===== src/rtl/ray_issue_scheduler.sv =====
// Raster-order pixel coordinate sequencer with credit-based flow control.
// Light position is snapshotted once per frame so a frame shades consistently.
module ray_issue_scheduler #(
    parameter int SCREEN_WIDTH  = 640,
    parameter int SCREEN_HEIGHT = 480,
    parameter int CREDITS       = 16,
    localparam int IW           = $clog2(CREDITS + 1)
) (
    input  logic          out_stream_aclk,
    input  logic          periph_resetn,
    input  logic          enable,
    input  logic [31:0]   light_x_in,
    input  logic [31:0]   light_y_in,
    input  logic [31:0]   light_z_in,
    output logic [31:0]   light_x,
    output logic [31:0]   light_y,
    output logic [31:0]   light_z,
    output logic [9:0]    coord_x,
    output logic [8:0]    coord_y,
    output logic          coords_valid,
    input  logic          coords_ready,
    output logic          coords_sof,
    output logic          coords_eol,
    input  logic          credit_return,
    output logic [IW-1:0] inflight,
    output logic          busy,
    output logic          frame_done,
    output logic          credit_err
);

    typedef enum logic [1:0] {IDLE, LATCH, ISSUE, DRAIN} state_e;

    localparam logic [9:0]    X_LAST = 10'(SCREEN_WIDTH - 1);
    localparam logic [8:0]    Y_LAST = 9'(SCREEN_HEIGHT - 1);
    localparam logic [IW-1:0] CRED_MAX = IW'(CREDITS);

    state_e        state_q, state_d;
    logic [9:0]    coord_x_q, coord_x_d;
    logic [8:0]    coord_y_q, coord_y_d;
    logic [IW-1:0] inflight_q, inflight_d;
    logic          credit_err_q, credit_err_d;
    logic [31:0]   light_x_q, light_x_d;
    logic [31:0]   light_y_q, light_y_d;
    logic [31:0]   light_z_q, light_z_d;

    logic handshake;
    logic last_x;
    logic last_pixel;

    assign handshake  = coords_valid && coords_ready;
    assign last_x     = (coord_x_q == X_LAST);
    assign last_pixel = last_x && (coord_y_q == Y_LAST);

    always_ff @(posedge out_stream_aclk or negedge periph_resetn) begin
        if (!periph_resetn) begin
            state_q <= IDLE;
        end else begin
            state_q <= state_d;
        end
    end

    always_comb begin
        state_d = state_q;
        case (state_q)
            IDLE:    if (enable) state_d = LATCH;
            LATCH:   state_d = ISSUE;
            ISSUE:   if (handshake && last_pixel) state_d = DRAIN;
            DRAIN:   if (inflight_q == '0) state_d = enable ? LATCH : IDLE;
            default: state_d = IDLE;
        endcase
    end

    always_comb begin
        coords_valid = (state_q == ISSUE) && (inflight_q < CRED_MAX);
        frame_done   = (state_q == DRAIN) && (inflight_q == '0);
        busy         = (state_q != IDLE);
        coords_sof   = coords_valid && (coord_x_q == '0) && (coord_y_q == '0);
        coords_eol   = coords_valid && last_x;
    end

    always_comb begin
        coord_x_d = coord_x_q;
        coord_y_d = coord_y_q;
        light_x_d = light_x_q;
        light_y_d = light_y_q;
        light_z_d = light_z_q;
        if (state_q == LATCH) begin
            coord_x_d = '0;
            coord_y_d = '0;
            light_x_d = light_x_in;
            light_y_d = light_y_in;
            light_z_d = light_z_in;
        end else if (handshake) begin
            if (last_pixel) begin
                coord_x_d = '0;
                coord_y_d = '0;
            end else if (last_x) begin
                coord_x_d = '0;
                coord_y_d = coord_y_q + 9'd1;
            end else begin
                coord_x_d = coord_x_q + 10'd1;
            end
        end
    end

    // A credit arriving with nothing in flight is bogus: flag it and ignore it.
    always_comb begin
        inflight_d   = inflight_q;
        credit_err_d = credit_err_q;
        if (credit_return && (inflight_q == '0)) begin
            credit_err_d = 1'b1;
            if (handshake) inflight_d = IW'(1);
        end else if (handshake && !credit_return) begin
            inflight_d = inflight_q + IW'(1);
        end else if (!handshake && credit_return) begin
            inflight_d = inflight_q - IW'(1);
        end
    end

    always_ff @(posedge out_stream_aclk or negedge periph_resetn) begin
        if (!periph_resetn) begin
            coord_x_q    <= '0;
            coord_y_q    <= '0;
            inflight_q   <= '0;
            credit_err_q <= 1'b0;
            light_x_q    <= '0;
            light_y_q    <= '0;
            light_z_q    <= '0;
        end else begin
            coord_x_q    <= coord_x_d;
            coord_y_q    <= coord_y_d;
            inflight_q   <= inflight_d;
            credit_err_q <= credit_err_d;
            light_x_q    <= light_x_d;
            light_y_q    <= light_y_d;
            light_z_q    <= light_z_d;
        end
    end

    assign coord_x    = coord_x_q;
    assign coord_y    = coord_y_q;
    assign inflight   = inflight_q;
    assign credit_err = credit_err_q;
    assign light_x    = light_x_q;
    assign light_y    = light_y_q;
    assign light_z    = light_z_q;

endmodule


===== config.mk =====
export PLATFORM = sky130hd
export DESIGN_NAME = ray_issue_scheduler
export DESIGN_NICKNAME = d
export VERILOG_FILES = /design/src/rtl/ray_issue_scheduler.sv
export SDC_FILE = /design/constraint.sdc
export NUM_CORES = 1
export LEC_CHECK = 0
export ABC_CLOCK_PERIOD_IN_PS = 2500
export BUFFER_PORTS_ARGS = -buffer_cell sky130_fd_sc_hd__buf_2
export CAP_MARGIN = 10
export CELL_PAD_IN_SITES_DETAIL_PLACEMENT = 0
export CELL_PAD_IN_SITES_GLOBAL_PLACEMENT = 1
export CORE_MARGIN = 4
export CORE_UTILIZATION = 37
export CTS_CLUSTER_SIZE = 24
export DETAILED_ROUTE_END_ITERATION = 8
export HOLD_SLACK_MARGIN = 0.08
export PLACE_DENSITY = 0.8
export SYNTH_ARGS = -nofsm -noshare
export SYNTH_HDL_FRONTEND = slang
export SYNTH_SLANG_ARGS = --single-unit

===== constraint.sdc =====
create_clock -name out_stream_aclk -period 2.5 [get_ports out_stream_aclk]
set_input_delay 0.5 -clock out_stream_aclk [delete_from_list [all_inputs] [get_ports out_stream_aclk]]
set_output_delay 0.5 -clock out_stream_aclk [all_outputs]
set_load 0.01 [all_outputs]

==> results of run 1 <==
[logic make-up after synthesis]
| kind of cell | after synthesis | synth area share |
|---|---|---|
| xor gates and xnor gates | 16 | 0.0267 |
| AOI/OAI and AO/OA | 22 | 0.0344 |
| muxes | 100 | 0.215 |
| and+or+nand+nor | 78 | 0.0840 |
| adders and majority gates | 14 | 0.0348 |
| DFF | 123 | 0.587 |
| buffers and inverters | 23 | 0.0181 |
[Yosys cell counts, types with 2 or more instances]
cell type | instances | area share
nor4_1 | 4 | 0.0048
nand4_1 | 9 | 0.011
xnor2_1 | 4 | 0.0067
a21o_1 | 3 | 0.0043
and3_1 | 3 | 0.0036
a21oi_1 | 5 | 0.0048
nand3_1 | 7 | 0.0067
mux2i_1 | 2 | 0.0038
nand2_1 | 16 | 0.011
buf_1 | 7 | 0.0050
xor2_1 | 12 | 0.020
ha_1 | 13 | 0.031
buf_2 | 7 | 0.0067
dfrtp_1 | 123 | 0.59
o21ai_0 | 2 | 0.0019
nand2b_1 | 4 | 0.0048
mux2_2 | 97 | 0.21
a22o_1 | 4 | 0.0067
nor3_1 | 3 | 0.0029
and4_4 | 2 | 0.0043
nor2_1 | 20 | 0.014
inv_1 | 9 | 0.0064
[worst max path at each step]
stage / startpoint / end / slack (ps) / depth (start not counted)
after floorplan: state_q[0] / inflight[4] / 180 / 11
after global placement: state_q[0] / inflight[4] / 150 / 10
after detailed placement: state_q[0] / inflight[4] / 70 / 10
after CTS: state_q[0] / inflight[4] / 60 / 10
after global routing: state_q[0] / coords_sof / -40 / 7
final: coord_x[0] / coords_eol / 130 / 5
[layout make-up]
| class | instances | share of cell area |
|---|---|---|
| Clock inverter | 12 | 0.0221 |
| Multi-Input combinational cell | 230 | 0.288 |
| Inverter | 9 | 0.00466 |
| Clock buffer | 20 | 0.0643 |
| Tap cell | 180 | 0.0310 |
| Sequential cell | 123 | 0.424 |
| Timing Repair Buffer | 230 | 0.166 |
[power by group through the flow]
stage               Clock (mW)  Sequential [mW]  Combinational [mW]
floorplan                    0             3.77                1.93
global placement             0             3.34                3.74
detailed placement           0             3.39                3.85
CTS                       2.62             3.39                3.85
global route              2.73             3.51                4.13
finish                    2.56             3.37                3.78
[metrics by stage]
| stage | TNS, ps | cell area, µm² |
|---|---|---|
| after global routing | -36.0 | 7260 |
| after CTS | 0 | 7250 |
| final | 0 | 7260 |
| after detailed placement | 0 | 6620 |
| after floorplan | 0 | 5240 |
| after global placement | 0 | 6620 |
[layer usage]
layer	global-route usage	wire, µm	vias up
met2	0.283	6610	138
li1	-	-	1809
met1	0.181	4880	1935
met4	0.0713	277	0
met5	0	0	-
met3	0.0635	981	21
[cell usage in the layout, fill, tap and decap left out, types with 8 or more instances in the layout]
| cell type | Yosys | final |
|---|---|---|
| inv_1 | 9 | 8 |
| clkbuf_16 | 0 | 17 |
| mux2_2 | 97 | 97 |
| nand2_1 | 16 | 16 |
| buf_2 | 7 | 225 |
| dfrtp_1 | 123 | 122 |
| nand4_1 | 9 | 9 |
| ha_1 | 13 | 12 |
| xor2_1 | 12 | 12 |
| nor2_1 | 20 | 20 |
[flip-flops by register name (all words and copies together), names as in the netlist]
signal / flops
coord_x: 10
inflight: 5
credit_err: 1
light_x: 32
state_q: 2
coord_y: 9
light_y: 32
light_z: 32
[worst register-to-register path, delay by kind of cell, from the launching register on]
kind            cells  cell delay (ps)
flops               1              450
simple gates        4              470
buf+inv             1              110
compound gates      3              480
fa+ha+maj           2              620
[timing repair]
action                                  in CTS  in global routing
endpoints found under the setup margin       1                  2
endpoints found under the hold margin        0                  0
gates resized for setup                      1                  3
pin swaps                                    0                  0
==> run metrics, run 1 <==
status=finished, final reports clean; CTS tree=yes; Die H=~130 µm; pre-CTS WS=between 60 and 70 ps; Setup WS post-layout=around 130 ps; Crit Path Max Fanout=6; clk sinks=123; CTS root buf=clkbuf_16; clock share of power=0.264; Boundary Pins=about 230; P_sw=between 3 and 4 mW; die footprint=around 16,000 µm²; Pins Over Slew Limit=0; max cap viols=0; slew margin rel.=0.564; synthesized cell area=5240 µm²; final setup fails=0; initial antenna violation count=0; min-delay worst type=input port to async pin; warnings from Yosys=0; flop2flop setup slack=about 220 ps; Mean Syn Cell Area=roughly 14 µm²; Reg2Reg Depth=10; Critical Path, Cell by Cell=ha_1, and4bb_4, nand2_1, nor2_1, buf_2; number of global-route vias before repair=between 4,000 and 5,000; initial DRC count=169; non-filler cells, final=between 800 and 900; Max Fclk=421 MHz; Tot Pwr=between 9 and 10 mW; area occupied by multi-input gates=~2100 µm²; residual DRC count=0; Arrival @ worst endpoint=~1900 ps; CTS max path bufs=2; number of synthesized flops with an enable pin=0; time the worst path needs with I/O delays and setup=roughly 2400 ps; Bufs and invs on worst path=1; GRT Util Overall=0.164; RSZ-0062 raised after global routing=true; Worst-Margin Slew=around 650 ps; total gr overflow=0; share of cells above drive strength 1=0.599; Min Hold Slack=between 150 and 200 ps; wire per inst=15.9 µm; final hold viol count=0; critical path's largest stage delay=between 400 and 500 ps; Post-CTS Setup Bufs=0; post-layout util=0.523; filler cell count=around 1,300; row count=between 40 and 50; Port Buffers=between 200 and 250; worst r2r src=state_q[0]; first-pass detailed-route iteration total=4; worst clock skew=5.37 ps; Synth Instances=376; Layout area overhead=38.4%; Vias/cell=4.85; first-pass GRT wire length=between 20,000 and 25,000 µm; CP max-delay cell=dfrtp_1; Worst-Skew Late Latency=410 ps; Initial Utilization=0.378; PwrDens=roughly 1300 nW/µm²; Crit path max-delay family=simple AND/OR/NAND/NOR gates; dpl cells=about 770; Synth async-reset ratio=1.00; Comb pwr share=0.389; Final HPWL DP=9430 µm; Seq. cell area=3080 µm²; Total Wirelength=about 13,000 µm; register share of total power=0.347; P_int=about 6.5 mW; CP Launch Type=register; Critical Path RT=approximately 2000 ps; Post-layout nets=around 730; Leak=~3.6 nW; H-tree Lvls=4; CTS Hold Bufs=0; post-synthesis cell type count=42; syn_nets=just under 500; Crit. End Element=primary output; worst r2r dst=inflight[4]; total number of vias=about 3,900; antenna cell count=0; DRT antenna net count=0; Final period util=0.949; Sw Ratio=0.330; maximum VDD drop=between 0.7 and 0.8 mV; CTS buffer count=17; Clock transition at path regs=50 ps; core area=around 14,000 µm²; Top FF cell, synth=dfrtp_1; die extent in x=between 100 and 150 µm; largest net degree at the start of global routing=approximately 120; routability congestion estimate=around 0.75; post-synthesis sequential area ratio=0.587; Setup Crit Path Kind=register to primary output; #FFs+latches synth=between 100 and 150
Power figures use the tool's default switching activity.
==> run 2: changes to the inputs <==
ABC_AREA = 1   (was unset)
CORE_UTILIZATION = 34   (was 37)
SETUP_SLACK_MARGIN = 0.2   (was unset)
==> run 2 against run 1 <==
  * Global-route usage increased by 0.45 points
  * Critical path type unchanged
  * Combinational power about the same
  * Non-clock buffer count is 5 higher
  * Die area increased by 13%
  * Area after synthesis rose by 4.7%
  * Design area rose by 3.8%
  * Clock power fell by 4%
  * Clock skew rose by 7.1 ps
  * Sequential power is essentially flat
==> run metrics, run 2 <==
status=finished, final reports clean; first-pass GRT wire length=between 20,000 and 25,000 µm; post-synthesis cell type count=31; CTS buffer count=17; Reg2Reg Depth=13; CTS tree=yes; Pins Over Slew Limit=0; Port Buffers=between 200 and 250; Max Fclk=around 460 MHz; final hold viol count=0; Synth Instances=around 680; post-synthesis sequential area ratio=0.560; GRT Util Overall=0.169; top area cells in the synthesized netlist=dfrtp_1 (56%), nand2_1 (25%), ha_1 (3.0%), nand3_1 (2.8%), inv_1 (2.6%); Worst-Skew Late Latency=around 420 ps; H-tree Lvls=4; Crit Path Max Fanout=5; PwrDens=~1300 nW/µm²; core area=around 16,000 µm²; Setup Crit Path Kind=register to primary output; Initial Utilization=0.346; wire per inst=roughly 14 µm; Synth async-reset ratio=1.00; routability congestion estimate=0.867; total number of vias=between 4,000 and 5,000; Top FF cell, synth=dfrtp_1; Boundary Pins=around 230; die footprint=roughly 18,000 µm²; worst r2r src=state_q[0]; worst r2r dst=inflight[4]; Die H=about 140 µm; Crit. End Element=primary output; most frequent cell after synthesis=nand2_1; Leak=approximately 4.3 nW; total gr overflow=0; warnings from Yosys=0; clk sinks=123; Clock transition at path regs=about 60 ps; #FFs+latches synth=approximately 120; final setup fails=0; Post-layout nets=between 1,000 and 1,500; Total Wirelength=about 15,000 µm; min-delay worst type=input port to register; CTS root buf=clkbuf_16; Hold Path End=light_y[30]; maximum VDD drop=0.483 mV; DRT antenna net count=0; syn_nets=792; Vias/cell=between 4 and 5; Mean Syn Cell Area=just over 8 µm²; residual DRC count=0; RSZ-0062 raised after global routing=false; worst clock skew=between 10 and 15 ps; commonest non-fill, non-tap cell in the layout=nand2_1; initial antenna violation count=1; number of synthesized flops with an enable pin=0; largest net degree at the start of global routing=~100; HP Start=light_y_in[30]; time the worst path needs with I/O delays and setup=2190 ps; flop2flop setup slack=380 ps; most frequent cells in the layout=nand2_1 (364), buf_2 (225), dfrtp_1 (122), inv_1 (36), nand3_1 (31); CP Launch Type=register; filler cell count=around 1,700; leading area contributor after synthesis=dfrtp_1; Arrival @ worst endpoint=1690 ps; Final HPWL DP=10,800 µm; share of cells above drive strength 1=0.316; Final period util=0.875; slew margin rel.=0.649; die extent in x=between 100 and 150 µm; antenna cell count=0; Worst-Margin Slew=roughly 530 ps; synthesized cell area=approximately 5500 µm²; Fin Setup TNS=0 ps; Layout area overhead=37.2%; dpl cells=~1,100; Critical Path RT=2000 ps; CTS max path bufs=2; max cap viols=0; first-pass detailed-route iteration total=4; non-filler cells, final=~1,100; worst hold path depth=3; post-synth top area share=0.560; number of global-route vias before repair=~5,000; row count=between 40 and 50; initial DRC count=215; commonest cells in the netlist=nand2_1 (365), dfrtp_1 (123), inv_1 (38)
==> run 2: changes by cell type after synthesis, moves of 4 or more <==
| cell | delta |
|---|---|
| o21ai_0 | +5 |
| nand3_1 | +24 |
| mux2_2 | -97 |
| clkbuf_1 | +10 |
| a22o_1 | -4 |
| xor2_1 | -7 |
| nor2_1 | +10 |
| nand2_1 | +349 |
| buf_2 | +4 |
| inv_1 | +29 |
| buf_1 | -6 |
| nand2b_1 | -4 |
==> run 2: logic make-up after synthesis <==
| logic type | after synthesis | share of synthesized area |
|---|---|---|
| simple gates | 448 | 0.326 |
| fa+ha+maj | 14 | 0.0333 |
| compound gates | 21 | 0.0216 |
| flops | 123 | 0.560 |
| buf+inv | 65 | 0.0490 |
| xor+xnor | 6 | 0.00957 |
==> run 2: timing repair <==
item | 4_1_cts | 5_1_grt
endpoints found under the hold margin | 14 | 0
gates cloned | 0 | 0
buffers inserted | 0 | 2
gates resized for setup | 2 | 9
endpoints found under the setup margin | 2 | 4
hold buffers | 1 | 0
==> run 2: worst max path at each step <==
stage               start          end  depth (start not counted)
3_3_place_gp   state_q[0]  inflight[4]                         13
2_1_floorplan  state_q[0]  inflight[4]                         13
4_1_cts        state_q[0]  inflight[4]                         13
6_report       coord_y[0]   coords_sof                          7
5_1_grt        state_q[0]   coords_sof                          7
3_5_place_dp   state_q[0]  inflight[4]                         13
==> run 2: report_power, final <==
part | internal [mW] | leakage, nW | switching [mW]
Sequential | 2.86 | 1.54 | 0.498
Combinational | 1.40 | 2.49 | 2.36
Clock | 1.49 | 0.284 | 0.980
==> run 2: area by class of cell <==
cell class	instances	area (µm²)	area share
clock buffer	18	429	0.0570
multi-input combinational	489	2190	0.290
timing repair buffer	235	1250	0.166
inverter	41	155	0.0206
tap	216	270	0.0359
sequential	123	3080	0.409
clock inverter	14	158	0.0209
==> run 2: worst max-delay path, cell delays in order, from the launching register on <==
cell     delay [ps]
dfrtp_1         420
inv_1           100
ha_1            150
nand2_1          70
nor3_2          110
nand3_1         100
nor4_2          160
buf_2           170
==> run 2: per-stage QoR <==
step | hold slack, ps | setup WS [ps] | total power, mW | utilization | cell area (µm²)
2_1_floorplan | 204 | 300 | 5.60 | - | 5490
3_3_place_gp | 406 | 182 | 7.14 | 0.434 | 6890
3_5_place_dp | 403 | 103 | 7.20 | 0.434 | 6890
4_1_cts | 261 | 194 | 9.72 | 0.472 | 7500
5_1_grt | 269 | 205 | 10.4 | 0.474 | 7530
6_report | 276 | 313 | 9.59 | 0.474 | 7530
==> run 2: routing by layer <==
metal  global-route usage  up-vias  routed length, µm
li1                     -     2538                  -
met5                    0        -                 13
met4               0.0577        2                201
met1                0.216     2278               6790
met2                0.262      159               7170
met3               0.0656       18               1280
==> run 3: changes to the inputs <==
MAX_ROUTING_LAYER = met4   (was unset)
==> run 3 against run 2 <==
  * First-iteration DRC count increased by 8.8%
  * Power about the same
  * Clock power barely moved
  * Combinational power is essentially flat
  * Critical endpoint is now coords_eol
  * Largest power group unchanged
  * Highest routed layer is now met4
==> run metrics, run 3 (synthesis gave the netlist of run 2 again) <==
Post-layout nets=just over 1,000; first-pass detailed-route iteration total=4; Area after DPL=around 6900 µm²; Clock transition at path regs=60 ps; Pins Over Slew Limit=0; routability congestion estimate=between 0.8 and 0.9; Crit. End Element=primary output; Final period util=0.876; grt met3 use=0.0492; die footprint=around 18,000 µm²; number of global-route vias before repair=roughly 5,000; CTS buffer count=17; post-route cell area=approximately 7500 µm²; Leak=between 4 and 5 nW; Die H=around 140 µm; Setup Crit Path Kind=register to primary output; Setup WS post-layout=310 ps; maximum VDD drop=around 0.48 mV; Total Wirelength=roughly 15,000 µm; pre-CTS WS=103 ps; row count=46; slew margin rel.=0.643; Final HPWL DP=10,800 µm; worst clock skew=approximately 6.9 ps; Sw Ratio=0.401; Critical Path, Cell by Cell=ha_2, nand3_2, nor2_4, nand3_2, nor2_1, buf_2; initial DRC count=234; CTS root buf=clkbuf_16; GRT met2 Usage=0.263; Most common cell on crit path=nand3_2; clock share of power=0.257; H-tree Lvls=4; clk sinks=~120; DRT antenna net count=0; core area=between 15,000 and 20,000 µm²; first-pass GRT wire length=24,600 µm; critical path's largest stage delay=440 ps; GR peak layer=met2; final hold viol count=0; most frequent cells in the layout=nand2_1 (364), buf_2 (225), dfrtp_1 (123), inv_1 (36), nand3_1 (31); share of cells above drive strength 1=0.315; Port Buffers=226; commonest non-fill, non-tap cell in the layout=nand2_1; Max Fclk=457 MHz; Boundary Pins=roughly 230; Fin Setup TNS=0 ps; Bufs and invs on worst path=1; residual DRC count=0; Comb pwr share=0.392; max cap viols=0; status=finished, final reports clean; Worst-Margin Slew=536 ps; CP Launch Type=register; CTS max path bufs=2; Layout area overhead=37.2%; min-delay worst type=input port to register; Crit path max-delay family=simple AND/OR/NAND/NOR gates; GRT Util Overall=0.173; initial antenna violation count=1; time the worst path needs with I/O delays and setup=around 2200 ps; Crit Path Max Fanout=6; grt met1 use=0.226; CTS tree=yes; P_int=5.75 mW; PwrDens=between 1000 and 1500 nW/µm²; register share of total power=0.350; total gr overflow=0; Worst-Skew Late Latency=between 400 and 500 ps; wire per inst=between 10 and 15 µm; total number of vias=5,026; RSZ-0062 raised after global routing=false; Vias/cell=~4.4; Critical Path RT=roughly 2000 ps; P_sw=3.84 mW; final setup fails=0; largest net degree at the start of global routing=104; CP max-delay cell=dfrtp_1; Arrival @ worst endpoint=1690 ps; die extent in x=about 140 µm; Initial Utilization=0.346
run 3: through the flow:
step	utilization	hold slack, ps	cells	total power, mW
2_1_floorplan	-	204	677	5.60
3_3_place_gp	0.434	406	1101	7.14
3_5_place_dp	0.434	403	1101	7.20
4_1_cts	0.472	261	1134	9.72
5_1_grt	0.474	273	1137	10.4
6_report	0.474	283	1137	9.59
run 3: cell type report:
type	count	area (µm²)
inverter	41	155
tap	216	270
multi-input combinational	489	2190
antenna	1	2.50
timing repair buffer	235	1250
clock buffer	18	429
fill	1654	8350
sequential	123	3080
clock inverter	14	158
run 3: timing repair:
action	CTS	global route
buffers inserted	0	2
hold buffers	1	0
resized for setup	2	8
setup endpoints to repair	2	4
endpoints found under the hold margin	14	0
run 3: path summary, 6_finish.rpt:
check	slack (ps)	cells past startpoint	start	endpoint
worst max-delay path	310	6	coord_x[0]	coords_eol
worst min-delay path	280	3	light_y_in[30]	light_y[30]
worst max register to register	370	13	state_q[0]	inflight[4]
worst min register to register	460	2	light_y[1]	light_y[1]
max in group asynchronous	1390	3	periph_resetn	light_z[15]
min in group asynchronous	530	2	periph_resetn	coord_x[3]
run 3: worst reg2reg max path, cell delays in order (launching register included):
cell     delay [ps]
dfrtp_1         380
inv_2            90
ha_2            200
nand3_2         130
inv_2           130
nand2_4         100
fa_2            370
a21o_1          200
a21oi_2         170
inv_1            60
nand2_1          50
nand2_1          50
nand2_1          60
nand2_1          50
run 3: power groups by stage:
| stage | Combinational [mW] | Sequential (mW) | Clock (mW) |
|---|---|---|---|
| 2_1_floorplan | 1.83 | 3.76 | 0 |
| 3_3_place_gp | 3.79 | 3.36 | 0 |
| 3_5_place_dp | 3.83 | 3.37 | 0 |
| 4_1_cts | 3.83 | 3.36 | 2.53 |
| 5_1_grt | 4.27 | 3.48 | 2.63 |
| 6_report | 3.76 | 3.36 | 2.47 |
run 3: metal layers:
layer	vias up	part of all wire	wire (µm)
met3	12	0.064	995
li1	2540	-	-
met5	-	0	0
met2	163	0.47	7270
met4	0	0.0094	146
met1	2311	0.46	7070
